File: config.mk
export PLATFORM = sky130hd
export DESIGN_NAME = regfile_dump
export DESIGN_NICKNAME = d
export VERILOG_FILES = /design/src/rtl/regfile_dump.sv
export SDC_FILE = /design/constraint.sdc
export NUM_CORES = 1
export LEC_CHECK = 0
export BUFFER_PORTS_ARGS = -buffer_cell sky130_fd_sc_hd__buf_2
export CAP_MARGIN = 0
export CORE_UTILIZATION = 47
export DETAILED_ROUTE_END_ITERATION = 7
export PLACE_DENSITY = 0.88
export SLEW_MARGIN = 20
export SYNTH_ARGS = -nofsm -noshare
export SYNTH_HDL_FRONTEND = slang
export SYNTH_SLANG_ARGS = --single-unit
export TNS_END_PERCENT = 100
File: constraint.sdc
create_clock -name clk -period 2 [get_ports clk]
set_input_delay 0.4 -clock clk [delete_from_list [all_inputs] [get_ports clk]]
set_output_delay 0.4 -clock clk [all_outputs]
set_load 0.01 [all_outputs]
File: src/rtl/regfile_dump.sv
// regfile_dump: debug/readout engine on the register-file read side.
//
// When start is seen in IDLE, the block latches a window [first_addr .. last_addr].
// It then walks that window through one read port of the register file.
// Each word is streamed out on a valid/ready interface, tagged with its address.
// Addresses wrap modulo 2**ADDR_W, so first_addr > last_addr wraps through the top of
// the address space. An equal pair dumps exactly one register.
//
// Optional build macro: REGDUMP_CHECKSUM_EN
//   When defined, an XOR of every delivered register word is appended as one extra beat.
//   That beat has out_addr = last_addr and out_last = 1.
//   out_last stays low on all register beats in this mode.
//
// Ports:
//   clk, rst         clock (rising edge), asynchronous active-high reset
//   start            dump request, only honoured in IDLE
//   first_addr       first register of the window, sampled with start
//   last_addr        last register of the window, sampled with start
//   abort            synchronous cancel of an active dump
//   rf_rd_addr       registered read address to the register file
//   rf_rd_data       combinational read data for rf_rd_addr
//   out_valid        beat handshake, valid half
//   out_ready        beat handshake, ready half
//   out_data         register value of the current beat
//   out_addr         address of out_data
//   out_last         final beat of the dump
//   busy             engine not idle
//   done             one-cycle pulse on normal completion

module regfile_dump #(
    parameter int unsigned DATA_W = 32,
    parameter int unsigned ADDR_W = 5
) (
    input  logic              clk,
    input  logic              rst,
    input  logic              start,
    input  logic [ADDR_W-1:0] first_addr,
    input  logic [ADDR_W-1:0] last_addr,
    input  logic              abort,
    output logic [ADDR_W-1:0] rf_rd_addr,
    input  logic [DATA_W-1:0] rf_rd_data,
    output logic              out_valid,
    input  logic              out_ready,
    output logic [DATA_W-1:0] out_data,
    output logic [ADDR_W-1:0] out_addr,
    output logic              out_last,
    output logic              busy,
    output logic              done
);

    localparam logic [2:0] StIdle  = 3'd0;
    localparam logic [2:0] StLoad  = 3'd1;
    localparam logic [2:0] StSend  = 3'd2;
    localparam logic [2:0] StDone  = 3'd3;
`ifdef REGDUMP_CHECKSUM_EN
    localparam logic [2:0] StCksum = 3'd4;
`endif

    logic [2:0]        state_q, state_d;
    logic [ADDR_W-1:0] ptr_q, ptr_d;
    logic [ADDR_W-1:0] end_q, end_d;
    logic [ADDR_W-1:0] out_addr_q, out_addr_d;
    logic [DATA_W-1:0] out_data_q, out_data_d;
    logic              out_valid_q, out_valid_d;
    logic              out_last_q, out_last_d;

    logic handshake;
    logic load_word;
    logic ptr_at_end;

`ifdef REGDUMP_CHECKSUM_EN
    logic [DATA_W-1:0] acc_q, acc_d;
    // Set when the beat on out_* is the final register of the window.
    // out_last is reserved for the checksum beat in this mode.
    logic              fin_q, fin_d;
`endif

    assign handshake  = out_valid_q && out_ready;
    assign ptr_at_end = (ptr_q == end_q);

    always_comb begin
        state_d     = state_q;
        ptr_d       = ptr_q;
        end_d       = end_q;
        out_addr_d  = out_addr_q;
        out_data_d  = out_data_q;
        out_valid_d = out_valid_q;
        out_last_d  = out_last_q;
        load_word   = 1'b0;
`ifdef REGDUMP_CHECKSUM_EN
        acc_d       = acc_q;
        fin_d       = fin_q;
`endif

        case (state_q)
            StIdle: begin
                if (start) begin
                    ptr_d   = first_addr;
                    end_d   = last_addr;
                    state_d = StLoad;
`ifdef REGDUMP_CHECKSUM_EN
                    acc_d   = '0;
`endif
                end
            end

            // rf_rd_addr already points at the first register; capture it.
            StLoad: begin
                load_word = 1'b1;
                state_d   = StSend;
            end

            StSend: begin
                if (handshake) begin
`ifdef REGDUMP_CHECKSUM_EN
                    acc_d = acc_q ^ out_data_q;
                    if (fin_q) begin
                        // Fold in the beat being accepted right now.
                        out_data_d = acc_q ^ out_data_q;
                        out_addr_d = end_q;
                        out_last_d = 1'b1;
                        state_d    = StCksum;
                    end else begin
                        load_word = 1'b1;
                    end
`else
                    if (out_last_q) begin
                        out_valid_d = 1'b0;
                        out_last_d  = 1'b0;
                        state_d     = StDone;
                    end else begin
                        load_word = 1'b1;
                    end
`endif
                end
            end

`ifdef REGDUMP_CHECKSUM_EN
            StCksum: begin
                if (handshake) begin
                    out_valid_d = 1'b0;
                    out_last_d  = 1'b0;
                    state_d     = StDone;
                end
            end
`endif

            StDone: begin
                state_d = StIdle;
            end

            default: begin
                state_d = StIdle;
            end
        endcase

        // Present the register at ptr and step to the next address.
        // The address wraps naturally at 2**ADDR_W.
        if (load_word) begin
            out_data_d  = rf_rd_data;
            out_addr_d  = ptr_q;
            out_valid_d = 1'b1;
            ptr_d       = ptr_q + 1'b1;
`ifdef REGDUMP_CHECKSUM_EN
            fin_d       = ptr_at_end;
            out_last_d  = 1'b0;
`else
            out_last_d  = ptr_at_end;
`endif
        end

        // Abort wins over everything, including a handshake in the same cycle.
        // That beat still counts as delivered.
        if (abort && (state_q != StIdle)) begin
            state_d     = StIdle;
            out_valid_d = 1'b0;
            out_last_d  = 1'b0;
        end
    end

    always_ff @(posedge clk or posedge rst) begin
        if (rst) begin
            state_q     <= StIdle;
            ptr_q       <= '0;
            end_q       <= '0;
            out_addr_q  <= '0;
            out_data_q  <= '0;
            out_valid_q <= 1'b0;
            out_last_q  <= 1'b0;
`ifdef REGDUMP_CHECKSUM_EN
            acc_q       <= '0;
            fin_q       <= 1'b0;
`endif
        end else begin
            state_q     <= state_d;
            ptr_q       <= ptr_d;
            end_q       <= end_d;
            out_addr_q  <= out_addr_d;
            out_data_q  <= out_data_d;
            out_valid_q <= out_valid_d;
            out_last_q  <= out_last_d;
`ifdef REGDUMP_CHECKSUM_EN
            acc_q       <= acc_d;
            fin_q       <= fin_d;
`endif
        end
    end

    assign rf_rd_addr = ptr_q;
    assign out_valid  = out_valid_q;
    assign out_data   = out_data_q;
    assign out_addr   = out_addr_q;
    assign out_last   = out_last_q;
    assign busy       = (state_q != StIdle);
    // An abort landing on the DONE cycle suppresses the completion pulse.
    assign done       = (state_q == StDone) && !abort;

endmodule

# Word-level counts from Yosys, hierarchy flattened
# Cells that the tools add are included.
[totals] reg_bits=52 input_bits=47 out_inout_bits=46 elab_cells=51
[op_classes] add_sub_neg=1 eq_ne=7 mux=20 reduce_logical=16
[op_table] operator="5-bit 2-to-1 mux" n=3
[op_table] operator="3-bit 2-to-1 mux" n=4
[op_table] operator="3-bit nonzero test" n=4
[op_table] operator="1-bit 2-to-1 mux" n=11
[op_table] operator="3-bit inequality test, second input constant" n=3
[op_table] operator="3-bit one-hot mux with 3 select lines" n=1
[op_table] operator="3-bit by 2-bit == test with 1-bit output, second input constant" n=2
[op_table] operator="2-bit AND reduction" n=3
[op_table] operator="3-bit AND reduction" n=2
[op_table] operator="5-bit by 1-bit adder with 5-bit output, second input constant" n=1
[op_table] operator="5-bit == test" n=1
[op_table] operator="2-bit nonzero test" n=2
[op_table] operator="3-bit by 1-bit == test with 1-bit output, second input constant" n=1
[op_table] operator="1-bit logical AND" n=3
[op_table] operator="3-bit logical NOT" n=1
[op_table] operator="1-bit one-hot mux with 2 select lines" n=1
[op_table] operator="1-bit logical NOT" n=1

# Logic depth before layout (Yosys ltp)
# Gate-level depths: netlist of the first run.
[depth] word_depth=5 ltp_mapped=8 ltp_nobuf=6

# Worst setup path before layout of the first run
# Ideal clock, no wire load.
[synth_timing] kind="flip-flop to flip-flop" startpoint="register state_q[0]" endpoint="register ptr_q[2], in the netlist rf_rd_addr[2]" setup_time_ns=0.123 t_arrival_ns=1.585 t_required_ns=1.877 setup_slack_ns=0.292 path_stages_with_launch=7 n_path_buf=0 synth_period_minus_slack_ns=1.708 path_cell_list="dfrtp_1 inv_1 ha_1 and4b_1 o21ai_2 mux2_1 o221a_1"
[synth_via] elab_chain_cells=4 word_cells_on_any_way=8 classes_between="eq/ne (2); mux (2); reduce/logical (4)"
[synth_lines] element="start, declared" line="59" text="logic [2:0] state_q, state_d;"
[synth_lines] element="start signal, assigned" line="183" text="state_q <= StIdle;"
[synth_lines] element="start signal, assigned" line="195" text="state_q <= state_d;"
[synth_lines] element="3-bit by 2-bit == test with 1-bit output or 3-bit by 1-bit == test with 1-bit output (tied branches)" line="95" text="case (state_q)"
[synth_lines] element="1-bit one-hot mux with 2 select lines" line="95"
[synth_lines] element="2-bit nonzero test (no source line)"
[synth_lines] element="2-bit AND reduction (no source line)"
[synth_lines] element="end signal, assigned" line="196" text="ptr_q <= ptr_d;"
[synth_lines] element="end, declared" line="60" text="logic [ADDR_W-1:0] ptr_q, ptr_d;"
# Parallel ways exist; a longest one is shown, timed or not.
# A chain may end at the register's enable or synchronous reset.

# Worst setup path after layout of the first run
[layout_timing] startpoint="register state_q[0]" endpoint="register ptr_q[3], in the netlist rf_rd_addr[3]"
# The elaborated chain is that of the path after synthesis.

==> results.cfg, run 1 <==
[route]
viasPerCell = 4.91
dr_total_vias = 1945
highest_layer = met4
wl_met3_um = 292
drt-initial-drc-count = 140
drc = 16
firstDrtPassIters = 6
wl_met1_um = 2120
avgRoutedWirePerCell_um = 12.3
routed_wl_um = 4870
route.met2.wl_um = 2360
drtAntennaViolNets = 0

[clocking]
clock-sinks = 51
clock-root-buffer = clkbuf_8
clk_pin_slew_ns = 0.09
post_cts_buffers = 0
htree_levels = 2
ctsResizeCount = 0
cts.path.max_buffers = 2
ctsHoldBuffers = 0
cts_buffers = 5
cts_tree = yes
clk_latency_ns = 0.30

[power_and_ir_drop]
total_power_w = 0.00451
cellLeakagePower_nw = 1.64
power.density_nw_per_um2 = 1580
peakVddDrop_mv = 0.795

[global_route]
antenna_found_initial = 0
grt_max_degree = 50
overflow = 0
grt_first_pass_wirelength_um = 7940
grt_use_total_pct = 20.8
grt_pass1_vias = 1770

[synthesis]
synth_area_leaders = dfrtp_1 (58%), nand2_1 (22%), nand3_1 (2.9%)
post_synth_instance_area_sq_um = 2210
ys_warn_count = 0
post_synth_num_cell_types = 27
synth-seq-cells = 51
synth_top_area_share_pct = 57.9
avgSynthCellArea_sq_um = 8.86
synth_top_area_cell = dfrtp_1
yosysSeqAreaShare_pct = 57.9
syn_nets = 301
synthCells = 249

[floorplan]
fp-row-count = 24
start_util_pct = 49.6
io_pins = 93
dieArea_sq_um = 4970
fp.coreArea_sq_um = 4440
fp.dieH_um = 70.5
die_x_um = 70.5

[final_layout]
fin_cells = 396
area_delta_synth_final_pct = 29.4
final_common_cell = nand2_1
drive_gt1_share_pct = 31.4
final_cell_mix = nand2_1 (131), buf_2 (92), dfrtp_1 (51)
fillers = 379
insertedDiodeCount = 0
fin_area_sq_um = 2850
nets = 395

[sta]
setup_viol = 0
maxSlewHeadroom_pct = 70.4
rsz0062_at_grt = false
final-max-slew-violation-count = 0
worst_pin_slew_ns = 0.442
fmax_mhz = 537
worst_slack_ns = 0.139
min_period_ns = 1.86
post-route-period-util_pct = 93.1
hold_violations = 0
fin_tns_setup_ns = 0
skew_ns = 0.00563

[run_status]
violations = design-rule violations
outcome = complete, but fails checks

[setup_path]
critPathKind = reg2reg
worstRegToRegCells = 7
crit_path_end_kind = flip-flop
cp-start-kind = flip-flop
crit_fanout = 49
cp.required_ns = 2.23
cp.arrival_ns = 2.09

[placed_design]
hpwl_um = 3580
placed_area_sq_um = 2740
dp.cells = 388
gp_congestion = 0.939
dpl_worst_slack_ns = 0.152
port_buffers = 92

[hold_path]
min_path_type = in2async

[flow_run]
max_cap_violations = 0
==> area by class of cell <==
type	count	area [sq um]	area share (%)
Multi-Input combinational cell	181	847	29.7
Tap cell	52	65.1	2.28
Inverter	6	22.5	0.789
Clock buffer	5	68.8	2.41
Sequential cell	51	1280	44.7
Timing Repair Buffer	98	531	18.6
Clock inverter	3	43.8	1.53
==> power by group <==
part	switching, W	internal, W
clock	0.000332	0.000373
combinational	0.00116	0.000816
sequential	0.000324	0.00151
==> kinds of logic after synthesis <==
group | after synthesis | share of synthesized area [%]
buffers and inverters | 17 | 4.08
AO/OA/AOI/OAI | 15 | 4.54
adder cells (fa/ha/maj) | 5 | 2.84
XOR/XNOR | 5 | 1.99
multiplexers | 1 | 0.510
flip-flops | 51 | 57.9
AND/OR/NAND/NOR | 155 | 28.2
==> state kept, by name (all words and copies together) (netlist names) <==
name,flops
state_q,2
out_last,1
out_data,32
out_valid,1
end_q,5
rf_rd_addr,5
out_addr,5
==> path summary, 6_finish.rpt <==
check / startpoint / endpoint / slack [ns]
max: state_q[0] / rf_rd_addr[3] / 0.14
min: rst / out_data[7] / 0.09
max reg2reg: state_q[0] / rf_rd_addr[3] / 0.14
min reg2reg: out_data[7] / out_data[7] / 0.47
max in group asynchronous: rst / out_data[0] / 1.40
min in group clk: rf_rd_data[14] / out_data[14] / 0.28
==> cells in the mapped netlist <==
library cell	count
nand3_1	13
o221a_1	1
or3_1	2
o21a_1	1
a311oi_1	1
o21ai_1	1
buf_2	6
nor2b_1	2
o22ai_1	1
nor4_1	1
o21ai_2	1
o21ai_0	1
and4b_1	1
buf_4	5
ha_1	5
mux2_1	1
a211oi_1	1
xor2_1	4
a31oi_1	1
nor2_1	3
nand2_1	131
xnor2_1	1
o32ai_1	1
inv_1	6
a21oi_1	5
dfrtp_1	51
nand4_1	2
==> per-stage QoR <==
| step | utilization (%) | hold slack [ns] |
|---|---|---|
| finish | 64.2 | 0.0928 |
| global route | 64.2 | 0.120 |
| CTS | 64.2 | 0.0983 |
| detailed placement | 61.7 | 0.432 |
| global placement | 61.7 | 0.415 |
| floorplan | - | 0.465 |
==> routing by layer <==
metal  GRT usage (%)  vias up
li1                -      977
met1            26.4      882
met2            35.0       77
met3            3.90        9
met4            9.07        0
met5               0        -
==> critical path: stages, from the launching register on <==
cell     delay, ns
dfrtp_1       0.41
inv_1         0.12
ha_1          0.24
and4b_1       0.29
o21ai_4       0.08
buf_12        0.18
or3_1         0.37
nand4_1       0.10
(Power assumes the default switching activity.)
==> run 2: changes to the inputs <==
ABC_AREA = 1   (was default)
CORE_UTILIZATION = 48   (was 47)
==> results.cfg, run 2 <==
[run_status]
outcome = complete, no violations

[power_and_ir_drop]
seq_power_share_pct = 38.1
peakVddDrop_mv = 0.818
cellLeakagePower_nw = 1.74
comb_power_share_pct = 49.5
clock_power_share_pct = 12.4
p_int_w = 0.00271
power_switching_w = 0.00220
power.density_nw_per_um2 = 1640
switching_share_pct = 44.8
total_power_w = 0.00491

[setup_path]
cp.required_ns = 2.24
crit_path_end_kind = flip-flop
r2r-end = out_last
cp-start-kind = flip-flop
worstRegToRegCells = 7
cp.arrival_ns = 2.07
crit_fanout = 25
reg2reg_slack_ns = 0.17
r2r-start = state_q[0]
worstSetupStartpoint = state_q[0]
critPathKind = reg2reg

[hold_path]
min_path_type = in2async

[clocking]
cts_buffers = 5
clk_latency_ns = 0.30
cts_tree = yes
clock-root-buffer = clkbuf_8
htree_levels = 2
clock-sinks = 51
cts.path.max_buffers = 2
clk_pin_slew_ns = 0.09
ctsHoldBuffers = 0

[synthesis]
synth_top_area_share_pct = 53.3
synth_ff_type = dfrtp_1
avgSynthCellArea_sq_um = 8.46
synthCells = 283
synth-async-reset-ratio_pct = 100
synth_top_area_cell = dfrtp_1
post_synth_num_cell_types = 26
synth-seq-cells = 51
synthTopCellsByCount = nand2_1 (123), dfrtp_1 (51), nand3_1 (44)
syn_nets = 335
yosys.cell_count.top_type = nand2_1
synth_edf_count = 0
ys_warn_count = 0
synth_area_leaders = dfrtp_1 (53%), nand2_1 (19%), nand3_1 (9.2%)
post_synth_instance_area_sq_um = 2390
yosysSeqAreaShare_pct = 53.3

[route]
drtAntennaViolNets = 0
firstDrtPassIters = 4
avgRoutedWirePerCell_um = 12.0
viasPerCell = 4.83
dr_total_vias = 2119
routed_wl_um = 5270
drt-initial-drc-count = 108
drc = 0

[flow_run]
max_cap_violations = 0

[global_route]
grt_max_degree = 52
grt_first_pass_wirelength_um = 8530
antenna_found_initial = 0
grt_pass1_vias = 1930
grt_use_total_pct = 20.9
overflow = 0

[final_layout]
largest_reg_flops = 32
fin_cells = 439
drive_gt1_share_pct = 31.2
final_cell_mix = nand2_1 (123), buf_2 (92), dfrtp_1 (51)
area_delta_synth_final_pct = 24.7
nets = 423
final_common_cell = nand2_1
insertedDiodeCount = 0
fin_area_sq_um = 2990

[floorplan]
fp.coreArea_sq_um = 4750
start_util_pct = 50.4
io_pins = 93
dieArea_sq_um = 5280
fp-row-count = 25
fp.dieH_um = 72.6
die_x_um = 72.6

[sta]
worst_pin_slew_ns = 0.342
rsz0062_at_grt = false
hold_ws_ns = 0.126
maxSlewHeadroom_pct = 77.2
skew_ns = 0.0126
setup_viol = 0
hold_violations = 0
post-route-period-util_pct = 91.5
final-max-slew-violation-count = 0
fin_tns_setup_ns = 0
fmax_mhz = 547
min_period_ns = 1.83

[placed_design]
hpwl_um = 3770
gp_congestion = 0.751
placed_area_sq_um = 2880
dp.cells = 431
port_buffers = 92
run 2: cell count changes after synthesis, sizes merged, moves of 3 or more:
cell	previous run	this run
nand3	13	47
inv	6	12
nand2	131	126
a21oi	5	2
clkbuf	0	3
nor2	3	6
run 2: critical path, stage by stage (launching register included):
cell	delay, ns
dfrtp_1	0.41
inv_1	0.09
ha_1	0.43
buf_4	0.34
nand2_1	0.13
a21oi_1	0.20
nand3_1	0.11
nand2_1	0.07
run 2: layout make-up:
cell class	count	area (sq um)
Sequential cell	51	1280
Clock inverter	2	13.8
Clock buffer	6	82.6
Inverter	13	48.8
Fill cell	450	1770
Multi-Input combinational cell	203	970
Timing Repair Buffer	97	510
Tap cell	67	83.8
run 2: how the worst max path moves through the flow:
stage                          endpoint  slack [ns]  cells after the start
after CTS                 rf_rd_addr[0]        0.15                      9
after global routing      rf_rd_addr[1]        0.02                     10
after floorplan                end_q[0]        0.37                      1
after global placement    rf_rd_addr[3]        0.27                     10
final                          out_last        0.17                      7
after detailed placement  rf_rd_addr[0]        0.17                      9
run 2: logic make-up (layout without fill, tap and decap cells):
logic type	Yosys count	after routing	synth area share, %
adder cells (fa/ha/maj)	5	5	2.61
AND/OR/NAND/NOR	184	184	33.4
buffers and inverters	29	118	6.58
AO/OA/AOI/OAI	8	8	1.93
XOR/XNOR	6	6	2.19
flip-flops	51	51	53.3
run 2: metal layers:
layer / vias to the layer above / wire (um) / track usage (%)
met1: 967 / 2310 / 26.7
met5: - / 0 / 0
met4: 0 / 12 / 4.58
met3: 2 / 343 / 5.39
met2: 81 / 2600 / 35.8
li1: 1069 / - / -
run 2: power by group through the flow:
stage               sequential [W]  combinational [W]  clock (W)
CTS                        0.00187            0.00244   0.000636
global placement           0.00186            0.00233          0
finish                     0.00187            0.00243   0.000610
floorplan                  0.00201            0.00157          0
detailed placement         0.00188            0.00243          0
global route               0.00192            0.00277   0.000677
run 2: timing repair:
item	in CTS	in global routing
endpoints found under the setup margin	0	2
buffers inserted	0	0
gates resized for setup	0	1
run 2: per-stage QoR:
step / setup slack [ns] / util, %
after floorplan: 0.370 / -
after global placement: 0.273 / 60.6
after detailed placement: 0.174 / 60.6
after CTS: 0.150 / 62.6
after global routing: 0.0248 / 62.8
final: 0.170 / 62.8
==> run 3: changes to the inputs <==
--- a/config.mk
+++ b/config.mk
@@ -9,7 +9,7 @@
 export BUFFER_PORTS_ARGS = -buffer_cell sky130_fd_sc_hd__buf_2
 export CAP_MARGIN = 0
-export CORE_UTILIZATION = 48
+export CORE_UTILIZATION = 40
 export DETAILED_ROUTE_END_ITERATION = 7
-export PLACE_DENSITY = 0.88
+export PLACE_DENSITY = 0.77
 export SLEW_MARGIN = 20
 export SYNTH_ARGS = -nofsm -noshare
==> constraint.sdc (replaced) <==
create_clock -name clk -period 2 [get_ports clk]
set_input_delay 0.1 -clock clk [delete_from_list [all_inputs] [get_ports clk]]
set_output_delay 0.1 -clock clk [all_outputs]
set_load 0.01 [all_outputs]
==> results.cfg, run 3 (synthesized netlist as in run 2, its figures left out) <==
[run_status]
outcome = complete, no violations

[final_layout]
fin_cells = 452
drive_gt1_share_pct = 31.1
area_delta_synth_final_pct = 27.3
final_common_cell = nand2_1
final_util_pct = 54.0
insertedDiodeCount = 0
largest_reg_flops = 32
nets = 431
final_cell_mix = nand2_1 (123), buf_2 (92), dfrtp_1 (51)
fillers = 542

[route]
firstDrtPassIters = 4
drtAntennaViolNets = 0
routed_wl_um = 5500
drc = 0
drt-initial-drc-count = 76
avgRoutedWirePerCell_um = 12.2
dr_total_vias = 2125
viasPerCell = 4.70

[setup_path]
cp.required_ns = 2.19
cp-start-kind = flip-flop
cp.arrival_ns = 1.96
critPathKind = reg2reg
crit_fanout = 51
crit_path_end_kind = flip-flop

[clocking]
clk_latency_ns = 0.30
cts_tree = yes
cts.path.max_buffers = 2
cts_buffers = 5
htree_levels = 2
ctsResizeCount = 0
clk_pin_slew_ns = 0.10
clock-root-buffer = clkbuf_8
clock-sinks = 51

[global_route]
antenna_found_initial = 0
grt_use_total_pct = 18.6
grt_first_pass_wirelength_um = 9080
overflow = 0
grt_pass1_vias = 2043
grt_max_degree = 52

[power_and_ir_drop]
cellLeakagePower_nw = 1.77
power.density_nw_per_um2 = 1620
peakVddDrop_mv = 0.735

[floorplan]
fp.dieH_um = 79.4
start_util_pct = 42.4
io_pins = 93
fp.coreArea_sq_um = 5640
fp-row-count = 27
die_x_um = 79.4
dieArea_sq_um = 6300

[sta]
fmax_mhz = 566
worst_pin_slew_ns = 0.519
rsz0062_at_grt = false
min_period_ns = 1.77
fin_tns_setup_ns = 0
final-max-slew-violation-count = 0
hold_violations = 0
setup_viol = 0
post-route-period-util_pct = 88.4
skew_ns = 0.00984
hold_ws_ns = 0.0183
maxSlewHeadroom_pct = 65.4

[placed_design]
dp.cells = 438
hpwl_um = 3940
port_buffers = 92
gp_congestion = 0.748

[hold_path]
min_path_type = in2reg

[flow_run]
max_cap_violations = 0
## run 3: cell count changes in the layout (fill, tap and decap cells not counted)
| cell | change |
|---|---|
| buf_12 | -1 |
| buf_4 | +3 |
| clkinv_2 | -1 |
| clkinv_4 | +1 |
| clkinvlp_4 | +1 |
| dlygate4sd3_1 | +6 |
| inv_6 | -1 |
| nand2_4 | +1 |
| nand2_8 | -1 |
## run 3: report_power, final
part | switching, W | internal, W | leakage, nW
clock | 0.000338 | 0.000283 | 0.0474
sequential | 0.000352 | 0.00151 | 0.640
combinational | 0.00154 | 0.000926 | 1.08
total | 0.00223 | 0.00272 | 1.77
## run 3: through the flow
stage	setup WS (ns)	instance area (sq um)	power (W)
after CTS	0.236	3050	0.00498
final	0.232	3050	0.00495
after global placement	0.361	2890	0.00425
after floorplan	0.603	2390	0.00358
after global routing	0.0577	3050	0.00540
after detailed placement	0.255	2890	0.00435
## run 3: area by class of cell
cell class              count  area [sq um]  area share (%)
inverters                  13          48.8            1.60
clock buffers               6          82.6            2.71
clock inverters             2          16.3           0.534
flip-flops and latches     51          1280            41.9
multi-input cells         203           961            31.5
well taps                  72          90.1            2.96
repair buffers            105           573            18.8
## run 3: worst paths after layout
kind / startpoint / to / slack, ns / depth (start not counted)
min in group asynchronous: rst / out_data[26] / 0.24 / 3
worst max-delay path: state_q[0] / rf_rd_addr[1] / 0.23 / 9
worst min-delay path: rf_rd_data[29] / out_data[29] / 0.02 / 3
worst max register to register: state_q[0] / rf_rd_addr[1] / 0.23 / 9
worst min register to register: out_addr[2] / out_addr[2] / 0.47 / 2
max in group asynchronous: rst / state_q[1] / 1.18 / 4
## run 3: per-layer routing
layer	share of wire (%)	GRT usage [%]	vias to the layer above	wire length [um]
li1	-	-	1083	-
met1	46	23.4	962	2550
met2	48	32.2	76	2660
met3	5.0	3.89	4	274
met4	0.47	5.27	0	26
met5	0	0	-	0
## run 3: worst max-delay path, cell delays in order, from the launching register on
cell and delay (ns):
dfrtp_1 0.42, inv_1 0.10, ha_1 0.23, inv_2 0.05, nor2_2 0.10, nand2_2 0.08
nand2_4 0.11, nand2_4 0.29, nand3_1 0.18, nand2_1 0.07
## run 3: what timing repair did
action,in CTS,in global routing
hold buffers,6,0
hold endpoints to repair,14,0
buffers inserted,0,0
